File: src/rtl/regfile_dump_pkg.sv
// Shared types and defaults for the register-file dump reader.
package regfile_dump_pkg;

  // Defaults shared with the 32x32 register unit.
  localparam int DEF_NUM_REGS = 32;
  localparam int DEF_DATA_W   = 32;
  localparam int DEF_ADDR_W   = 5;

  // Frame start marker; the sink resynchronises on this byte.
  localparam logic [7:0] HEADER_BYTE = 8'hA5;

  typedef enum logic [2:0] {
    S_IDLE,
    S_HEADER,
    S_LOAD,
    S_SEND,
    S_CHECK,
    S_DONE
  } dump_state_t;

endpackage

File: src/rtl/regfile_dump_if.sv
// Control, register read port and byte stream of the dump reader.
interface regfile_dump_if
  import regfile_dump_pkg::*;
#(
  parameter int DATA_W = DEF_DATA_W,
  parameter int ADDR_W = DEF_ADDR_W
);

  logic              DumpStart;
  logic              DumpBusy;
  logic              DumpDone;
  logic [ADDR_W-1:0] RdAddr;
  logic [DATA_W-1:0] RdData;
  logic [7:0]        ByteOut;
  logic              ByteValid;
  logic              ByteReady;

  // Dump engine side.
  modport master (
    input  DumpStart, RdData, ByteReady,
    output DumpBusy, DumpDone, RdAddr, ByteOut, ByteValid
  );

  // Requester / register unit / byte sink side.
  modport slave (
    output DumpStart, RdData, ByteReady,
    input  DumpBusy, DumpDone, RdAddr, ByteOut, ByteValid
  );

endinterface

File: src/rtl/regfile_dump.sv
// Walks x0..x(NUM_REGS-1) through a read port and streams a framed dump:
// header 0xA5, little-endian data bytes, XOR checksum of the data bytes.
module regfile_dump
  import regfile_dump_pkg::*;
#(
  parameter int NUM_REGS = DEF_NUM_REGS,
  parameter int DATA_W   = DEF_DATA_W,
  parameter int ADDR_W   = DEF_ADDR_W
) (
  input  logic           Clk,
  input  logic           Rst,
  regfile_dump_if.master bus
);

  localparam int BYTES = DATA_W / 8;
  localparam int BI_W  = (BYTES > 1) ? $clog2(BYTES) : 1;

  dump_state_t       state_q, state_d;
  logic [ADDR_W-1:0] reg_idx_q, reg_idx_d;
  logic [BI_W-1:0]   byte_idx_q, byte_idx_d;
  logic [7:0]        csum_q, csum_d;
  logic [DATA_W-1:0] word_q, word_d;
  logic [7:0]        byte_out_q, byte_out_d;
  logic              byte_valid_q, byte_valid_d;
  logic              busy_q, busy_d;
  logic              done_q, done_d;

  logic              xfer;
  logic              byte_last;
  logic              reg_last;
  logic [7:0]        word_byte;

  assign xfer      = byte_valid_q && bus.ByteReady;
  assign byte_last = (byte_idx_q == BI_W'(BYTES - 1));
  assign reg_last  = (reg_idx_q == ADDR_W'(NUM_REGS - 1));

  // Next state and datapath update.
  always_comb begin
    state_d    = state_q;
    reg_idx_d  = reg_idx_q;
    byte_idx_d = byte_idx_q;
    csum_d     = csum_q;
    word_d     = word_q;
    case (state_q)
      S_IDLE: begin
        if (bus.DumpStart) begin
          state_d    = S_HEADER;
          reg_idx_d  = '0;
          byte_idx_d = '0;
          csum_d     = '0;
        end
      end
      S_HEADER: begin
        if (xfer) state_d = S_LOAD;
      end
      S_LOAD: begin
        word_d     = bus.RdData;
        byte_idx_d = '0;
        state_d    = S_SEND;
      end
      S_SEND: begin
        if (xfer) begin
          csum_d = csum_q ^ byte_out_q;
          if (byte_last) begin
            if (reg_last) begin
              state_d = S_CHECK;
            end else begin
              reg_idx_d = reg_idx_q + 1'b1;
              state_d   = S_LOAD;
            end
          end else begin
            byte_idx_d = byte_idx_q + 1'b1;
          end
        end
      end
      S_CHECK: begin
        if (xfer) state_d = S_DONE;
      end
      S_DONE:  state_d = S_IDLE;
      default: state_d = S_IDLE;
    endcase
  end

  // Byte lane of the next word selected by the next byte index.
  always_comb begin
    word_byte = '0;
    for (int unsigned b = 0; b < BYTES; b++) begin
      if (byte_idx_d == BI_W'(b)) word_byte = word_d[8*b +: 8];
    end
  end

  // Outputs decoded from the next state so they leave a flop directly;
  // during a stall every input to this decode is unchanged, so the byte holds.
  always_comb begin
    byte_valid_d = 1'b0;
    byte_out_d   = '0;
    busy_d       = (state_d != S_IDLE);
    done_d       = (state_d == S_DONE);
    case (state_d)
      S_HEADER: begin
        byte_valid_d = 1'b1;
        byte_out_d   = HEADER_BYTE;
      end
      S_SEND: begin
        byte_valid_d = 1'b1;
        byte_out_d   = word_byte;
      end
      S_CHECK: begin
        byte_valid_d = 1'b1;
        byte_out_d   = csum_d;
      end
      default: ;
    endcase
  end

  // State, datapath and output registers.
  always_ff @(posedge Clk or posedge Rst) begin
    if (Rst) begin
      state_q      <= S_IDLE;
      reg_idx_q    <= '0;
      byte_idx_q   <= '0;
      csum_q       <= '0;
      word_q       <= '0;
      byte_out_q   <= '0;
      byte_valid_q <= 1'b0;
      busy_q       <= 1'b0;
      done_q       <= 1'b0;
    end else begin
      state_q      <= state_d;
      reg_idx_q    <= reg_idx_d;
      byte_idx_q   <= byte_idx_d;
      csum_q       <= csum_d;
      word_q       <= word_d;
      byte_out_q   <= byte_out_d;
      byte_valid_q <= byte_valid_d;
      busy_q       <= busy_d;
      done_q       <= done_d;
    end
  end

  assign bus.RdAddr    = reg_idx_q;
  assign bus.ByteOut   = byte_out_q;
  assign bus.ByteValid = byte_valid_q;
  assign bus.DumpBusy  = busy_q;
  assign bus.DumpDone  = done_q;

endmodule

File: src/flat_wrapper.sv
// flat-port wrapper written by rule: the top's interface ports become plain ports
module regfile_dump_flat import regfile_dump_pkg::*;
#(
  parameter int NUM_REGS = DEF_NUM_REGS,
  parameter int DATA_W   = DEF_DATA_W,
  parameter int ADDR_W   = DEF_ADDR_W
)
  (Clk, Rst, bus_DumpStart, bus_RdData, bus_ByteReady, bus_DumpBusy, bus_DumpDone, bus_RdAddr, bus_ByteOut, bus_ByteValid);
  regfile_dump_if #(.DATA_W(DATA_W), .ADDR_W(ADDR_W)) bus_i ();
  input  logic Clk;
  input  logic Rst;
  input wire logic [$bits(bus_i.DumpStart)-1:0] bus_DumpStart;
  input wire logic [$bits(bus_i.RdData)-1:0] bus_RdData;
  input wire logic [$bits(bus_i.ByteReady)-1:0] bus_ByteReady;
  output wire logic [$bits(bus_i.DumpBusy)-1:0] bus_DumpBusy;
  output wire logic [$bits(bus_i.DumpDone)-1:0] bus_DumpDone;
  output wire logic [$bits(bus_i.RdAddr)-1:0] bus_RdAddr;
  output wire logic [$bits(bus_i.ByteOut)-1:0] bus_ByteOut;
  output wire logic [$bits(bus_i.ByteValid)-1:0] bus_ByteValid;
  assign bus_i.DumpStart = bus_DumpStart;
  assign bus_i.RdData = bus_RdData;
  assign bus_i.ByteReady = bus_ByteReady;
  assign bus_DumpBusy = bus_i.DumpBusy;
  assign bus_DumpDone = bus_i.DumpDone;
  assign bus_RdAddr = bus_i.RdAddr;
  assign bus_ByteOut = bus_i.ByteOut;
  assign bus_ByteValid = bus_i.ByteValid;
  regfile_dump #(.NUM_REGS(NUM_REGS), .DATA_W(DATA_W), .ADDR_W(ADDR_W)) u_core (.Clk(Clk), .Rst(Rst), .bus(bus_i));
endmodule
File: config.mk
export PLATFORM = sky130hd
export DESIGN_NAME = regfile_dump_flat
export DESIGN_NICKNAME = d
export VERILOG_FILES = /design/src/rtl/regfile_dump_pkg.sv /design/src/rtl/regfile_dump_if.sv /design/src/rtl/regfile_dump.sv /design/src/flat_wrapper.sv
export SDC_FILE = /design/constraint.sdc
export NUM_CORES = 1
export LEC_CHECK = 0
export BUFFER_PORTS_ARGS = -buffer_cell sky130_fd_sc_hd__buf_2
export CAP_MARGIN = 30
export CORE_ASPECT_RATIO = 2
export CORE_MARGIN = 2
export CORE_UTILIZATION = 40
export CTS_CLUSTER_DIAMETER = 50
export DETAILED_ROUTE_END_ITERATION = 10
export MAX_ROUTING_LAYER = met4
export SYNTH_ARGS = -nofsm -noshare
export SYNTH_HDL_FRONTEND = slang
export SYNTH_SLANG_ARGS = --single-unit
File: constraint.sdc
create_clock -name Clk -period 3.5 [get_ports Clk]
set_input_delay 0.35 -clock Clk [delete_from_list [all_inputs] [get_ports Clk]]
set_output_delay 0.35 -clock Clk [all_outputs]
set_load 0.01 [all_outputs]
-- Yosys cells after proc, flatten, opt, wreduce, memory -nomap -nowiden
Index checks and enable logic that the tools add are counted.
- reduce and logical (&&, ||, !) cells: 7
- multiplexer cells: 26
- add/subtract/negate cells: 2
- bitwise operators: 1
- equal/unequal tests: 17
- operator list (operator ; number):
    $mux 8 ; 6
    $mux 32 ; 1
    $pmux 8 s3 ; 1
    $mux 5 ; 4
    $mux 3 ; 6
    $pmux 8 s2 ; 1
    $pmux 3 s5 ; 1
    $pmux 5 s2 ; 1
    $eq 3x2->1 const B ; 3
    $eq 3x3->1 const B ; 3
    $xor 8x8->8 ; 1
    $eq 2x2->1 const B ; 3
    $eq 3x1->1 const B ; 2
    $mux 2 ; 3
    $pmux 2 s3 ; 1
    $add 5x1->5 const B ; 1
    $eq 5x5->1 const B ; 1
    $reduce_and 5->1 ; 1
    $ne 2x1->1 const B ; 2
    $ne 2x2->1 const B ; 2
    $logic_not 3->1 ; 1
    $reduce_bool 3->1 ; 1
    $reduce_or 3->1 ; 1
    $add 2x1->2 const B ; 1
    other kinds (5) ; 5
- register bits: 61
- logic and storage cells: 62
- output and inout port bits: 16
- input bits: 36

-- Depth between registers and ports, before layout
- depth after elaboration: 10
- depth in mapped cells: 8
- mapped depth without buffers: 8

-- Worst setup path after synthesis
Ideal clock, no wire load.
- kind: register to register
- start: reg u_core.reg_idx_q[0] (netlist: u_core.bus.RdAddr[0])
- end: reg u_core.byte_out_q[1] (netlist: u_core.bus.ByteOut[1])
- slack: 1379 ps
- library setup time: 126 ps
- path buffers: 0
- stages on the path, launching flop included: 8
- arrival time: 1995 ps
- clock period less this slack: 2121 ps
- required time: 3374 ps
- cell sequence: dfrtp_1 -> ha_1 -> and3_1 -> ha_1 -> and3_1 -> a32o_1 -> o21a_1 -> a221o_1
- cells in the longest elaborated chain, start to end: 7
- elaborated cells between the ends (all ways): 9
- those cells by class: eq/ne (4); mux (5)
- ends and longest elaborated chain (item ; RTL line ; text):
    start, declared ; regfile_dump.sv:19 ; logic [ADDR_W-1:0] reg_idx_q, reg_idx_d;
    start signal, assigned ; regfile_dump.sv:130 ; reg_idx_q <= reg_idx_d;
    $eq 5x5->1 * ; regfile_dump.sv:35 ; assign reg_last = (reg_idx_q == ADDR_W'(NUM_REGS - 1));
    $mux 3 * ; regfile_dump.sv:65 ; if (reg_last) begin
    $mux 3 * ; regfile_dump.sv:64 ; if (byte_last) begin
    $mux 3 * ; regfile_dump.sv:62 ; if (xfer) begin
    $pmux 3 s5 * ; regfile_dump.sv:44 ; case (state_q)
    net u_core.state_d[2] ; regfile_dump.sv:18 ; dump_state_t state_q, state_d;
    $eq 3x3->1 (tied with other cells) ; regfile_dump.sv:99 ; case (state_d)
    $pmux 8 s3 * ; regfile_dump.sv:99 ;
    net u_core.byte_out_d[1] ; regfile_dump.sv:23 ; logic [7:0] byte_out_q, byte_out_d;
    end signal, assigned ; regfile_dump.sv:134 ; byte_out_q <= byte_out_d;
    end, declared ; regfile_dump.sv:23 ;
Mark *: on every way through the listed nets, which the timed path passes. The rest lies on a longest branch.
A chain may end at the register's enable or synchronous reset.

-- Worst setup path after layout
- start: reg u_core.state_q[0]
- end: reg u_core.byte_out_q[1] (netlist: u_core.bus.ByteOut[1])
- cells in the longest elaborated chain, start to end: 8
- elaborated cells between the ends (all ways): 26
- those cells by class: eq/ne (10); mux (14); reduce/logical (2)
- ends and longest elaborated chain (item ; RTL line ; text):
    start, declared ; regfile_dump.sv:18 ;
    start signal, assigned ; regfile_dump.sv:129 ; state_q <= state_d;
    $eq 3x2->1 or $logic_not 3->1 (tied branches) ; regfile_dump.sv:44 ;
    $pmux 2 s3 * ; regfile_dump.sv:44 ;
    net u_core.byte_idx_d[1] ; regfile_dump.sv:20 ; logic [BI_W-1:0] byte_idx_q, byte_idx_d;
    $logic_not 2->1 ; regfile_dump.sv:88 ; if (byte_idx_d == BI_W'(b)) word_byte = word_d[8*b +: 8];
    $mux 8 (3 in series) ; regfile_dump.sv:88 ;
    $mux 8 * ; regfile_dump.sv:88 ;
    $pmux 8 s3 * ; regfile_dump.sv:99 ;
    net u_core.byte_out_d[1] ; regfile_dump.sv:23 ;
Marks and branches as above.

==> impl_metrics.tcl <==
set metrics [dict create \
    run_status "finished, final reports clean" \
    fin_worst_skew_ns 0.00671 \
    synth_seq_cells 61 \
    residual_antenna_violating_net_count_after_detailed_routing 0 \
    final_net_count 351 \
    design.core.area_um2 6990 \
    cell_internal_pwr_mw 2.21 \
    initial_antenna_violation_count 0 \
    crit_path_most_repeated_cell "sky130_fd_sc_hd__nand2_1" \
    rsz_0062_raised_after_global_routing "false" \
    drv_cap 0 \
    cts.reportedPaths.clkPinSlew_ns 0.05 \
    vias_in_the_first_global_route 2194 \
    grt_overflow_total 0 \
    timing_max_transition_violations_final 0 \
    post_route_cells_drive_above_1_share_pct 32.1 \
    postLayoutCellArea_um2 3500 \
    p_seq_share_pct 35.6 \
    max_freq_mhz 381 \
    post_cts_hold_buffer_count 0 \
    gp_congestion 0.849 \
    dp_worst_setup_slack_ns 0.875 \
    synth_enable_flop_cells 0 \
    min-delay-path-class "input port to async pin" \
    avgViaCountPerCell 5.41 \
    area.growth.synth_to_final_pct 21.0 \
    synth-main-ff-cell "sky130_fd_sc_hd__dfrtp_1" \
    clock_path_buffers 2 \
    cp-start-kind "register" \
    tightestPinTransition_ns 0.817 \
    std_cell_rows 43 \
    vias 2206 \
    num-fill-cells 661 \
    die_area_um2 7970 \
    finalCritPeriodShare_pct 75.1 \
    path_cells "and3b_1, nand2_1, nand2_1, mux2_2, a221o_1" \
    crit_type "register to register" \
    grt_first_pass_wirelength_mm 11.0 \
    fin_ws_ns 0.873 \
    synth_cell_types 40 \
    root_buffer "sky130_fd_sc_hd__clkbuf_16" \
    switching_share_pct 34.6 \
    ys.warnings.count 0 \
    post_cts_resized 0 \
    pwr-share-clk_pct 25.7 \
    max_slew_margin_pct 45.3 \
    hold_viol 0 \
    tritoncts_clock_tree "yes" \
    largest_net_degree_at_the_start_of_global_routing 36 \
    cts.sink_count 61 \
    die_h_um 124 \
    cp_slowest_cell "sky130_fd_sc_hd__dfrtp_1" \
    crit_path_max_incr_delay_ns 0.66 \
    grt_total_usage_pct 18.7 \
    drt_first_iter_violations 110 \
    cts_made_buffers 9 \
    cellLeakagePower_nw 1.59 \
    syn_nets 300 \
    design_power_total_mw 3.38 \
    total_switching_power_mw 1.17 \
    postSynthAreaPerCell_um2 11.0 \
    cts_htree_levels 3 \
    hpwl_mm 5.05 \
    io-pin-count 52 \
    num_antenna_cells 0 \
    cp_data_arrival_time_ns 2.83 \
    setup_viol_count_final 0 \
    portion_of_the_post_synthesis_area_used_by_sequential_elements_pct 52.7 \
    synthesis.area_um2 2890 \
    die_w_um 64.1 \
    crit_path_end_kind "register" \
    finalCoreUtilization_pct 50.1 \
    netlist_instances 262 \
    detail_route.wirelength_mm 6.59 \
    wl_per_cell_um 16.1 \
    cp_max_fo 16 \
    start_util_pct 41.4 \
    irDropWorstVdd_v 0.000531 \
    period_minus_slack_ns 2.63 \
    worst_skew_pair.late_latency_ns 0.33 \
    post_cts_buffers 0 \
    drtPass1Iterations 5 \
    totalNegativeSetupSlack_ns 0 \
    drc 0 \
    async_flop_share_pct 100 \
    crit_required_ns 3.71 \
    placed_cell_area_um2 3210 \
    cellPowerDensity_nw_per_um2 964 \
    pwr-share-comb_pct 38.7 \
    placement.io_buffers 51 \
]
registers in the layout (all words and copies together), names as in the netlist:
| signal | count |
|---|---|
| u_core.bus.DumpBusy | 1 |
| u_core.bus.DumpDone | 1 |
| u_core.bus.RdAddr | 5 |
| u_core.byte_idx_q | 2 |
| u_core.state_q | 3 |
| u_core.bus.ByteOut | 8 |
| u_core.word_q | 32 |
| u_core.csum_q | 8 |
| u_core.bus.ByteValid | 1 |
through the flow:
| stage | hold WS, ns | cells |
|---|---|---|
| 4_1_cts | 0.0807 | 408 |
| 6_report | 0.0675 | 408 |
| 3_5_place_dp | 0.428 | 392 |
| 5_1_grt | 0.122 | 408 |
| 3_3_place_gp | 0.422 | 392 |
| 2_1_floorplan | 0.436 | 262 |
kinds of logic (layout without fill, tap and decap cells):
| logic type | after synthesis | count (layout) | share of synthesized area (%) |
|---|---|---|---|
| AND/OR/NAND/NOR | 80 | 80 | 15.2 |
| AO/OA/AOI/OAI | 63 | 63 | 13.5 |
| flip-flops | 61 | 61 | 52.7 |
| multiplexers | 36 | 36 | 14.0 |
| buffers and inverters | 19 | 75 | 3.41 |
| adder cells (fa/ha/maj) | 2 | 2 | 0.865 |
| XOR/XNOR | 1 | 1 | 0.303 |
cell usage after synthesis (2+ instances only):
cell	instances	area share [%]
sky130_fd_sc_hd__nor2_1	12	1.6
sky130_fd_sc_hd__o21ai_0	15	2.6
sky130_fd_sc_hd__mux2_1	7	2.7
sky130_fd_sc_hd__or3b_1	5	1.5
sky130_fd_sc_hd__or3_1	6	1.3
sky130_fd_sc_hd__nand4_1	4	0.86
sky130_fd_sc_hd__nand2_1	15	1.9
sky130_fd_sc_hd__and3_1	3	0.65
sky130_fd_sc_hd__a31oi_1	9	1.9
sky130_fd_sc_hd__nand3_1	7	1.2
sky130_fd_sc_hd__o21ai_1	2	0.35
sky130_fd_sc_hd__nand2b_1	2	0.43
sky130_fd_sc_hd__nor2b_1	2	0.43
sky130_fd_sc_hd__mux2_2	29	11
sky130_fd_sc_hd__dfrtp_1	61	53
sky130_fd_sc_hd__buf_4	3	0.78
sky130_fd_sc_hd__clkbuf_1	8	1.0
sky130_fd_sc_hd__buf_6	2	0.78
sky130_fd_sc_hd__a21o_1	5	1.3
sky130_fd_sc_hd__inv_1	4	0.52
sky130_fd_sc_hd__ha_1	2	0.86
sky130_fd_sc_hd__nor3_1	18	3.1
sky130_fd_sc_hd__a21oi_1	20	3.5
sky130_fd_sc_hd__and2_1	2	0.43
sky130_fd_sc_hd__a221o_1	4	1.4
power groups by stage:
stage                     sequential, mW  clock [mW]  combinational [mW]
after floorplan                     1.19           0               0.976
after global placement              1.21           0                1.31
after detailed placement            1.22           0                1.32
after global routing                1.24       0.919                1.47
after CTS                           1.20       0.884                1.33
final                               1.20       0.868                1.31
worst paths after layout:
kind	slack [ns]	endpoint	startpoint	cells past startpoint
worst max-delay path	0.87	u_core.bus.ByteOut[1]	u_core.state_q[0]	5
worst min-delay path	0.07	u_core.bus.DumpBusy	Rst	2
worst max register to register	0.87	u_core.bus.ByteOut[1]	u_core.state_q[0]	5
worst min register to register	0.48	u_core.csum_q[6]	u_core.csum_q[6]	1
max in group asynchronous	2.56	u_core.word_q[23]	Rst	3
min in group Clk	0.28	u_core.word_q[21]	bus_RdData[21]	2
placed cells by master, fill, tap and decap left out, types with 5 or more instances in the layout:
| cell | synthesis | final |
|---|---|---|
| sky130_fd_sc_hd__nand2_1 | 15 | 15 |
| sky130_fd_sc_hd__nand3_1 | 7 | 7 |
| sky130_fd_sc_hd__a21o_1 | 5 | 5 |
| sky130_fd_sc_hd__nor2_1 | 12 | 12 |
| sky130_fd_sc_hd__a21oi_1 | 20 | 20 |
| sky130_fd_sc_hd__mux2_1 | 7 | 7 |
| sky130_fd_sc_hd__dfrtp_1 | 61 | 61 |
| sky130_fd_sc_hd__buf_2 | 1 | 51 |
| sky130_fd_sc_hd__clkbuf_16 | 0 | 9 |
| sky130_fd_sc_hd__or3_1 | 6 | 6 |
| sky130_fd_sc_hd__or3b_1 | 5 | 5 |
| sky130_fd_sc_hd__o21ai_0 | 15 | 15 |
| sky130_fd_sc_hd__nor3_1 | 18 | 18 |
| sky130_fd_sc_hd__a31oi_1 | 9 | 9 |
| sky130_fd_sc_hd__mux2_2 | 29 | 29 |
per-layer routing:
| layer | track usage [%] | vias up | wire length [um] |
|---|---|---|---|
| met1 | 21.0 | 1067 | 2480 |
| met4 | 9.76 | 0 | 184 |
| met3 | 5.06 | 14 | 277 |
| met2 | 29.9 | 59 | 3640 |
| met5 | - | - | 0 |
| li1 | - | 1066 | - |
worst max-delay path: cells and delay by family (launching register included):
kind | cells | cell delay [ns]
compound gates | 1 | 0.32
flops | 1 | 0.66
mux | 1 | 0.36
simple gates | 3 | 1.17
cell type report:
| cell class | instances | area, um2 | share of cell area [%] |
|---|---|---|---|
| repair buffers | 55 | 285 | 8.15 |
| multi-input cells | 182 | 1270 | 36.2 |
| well taps | 90 | 113 | 3.22 |
| flip-flops and latches | 61 | 1530 | 43.6 |
| clock buffers | 12 | 246 | 7.04 |
| clock inverters | 4 | 47.5 | 1.36 |
| inverters | 4 | 15.0 | 0.429 |
Power figures use the tool's default switching activity.
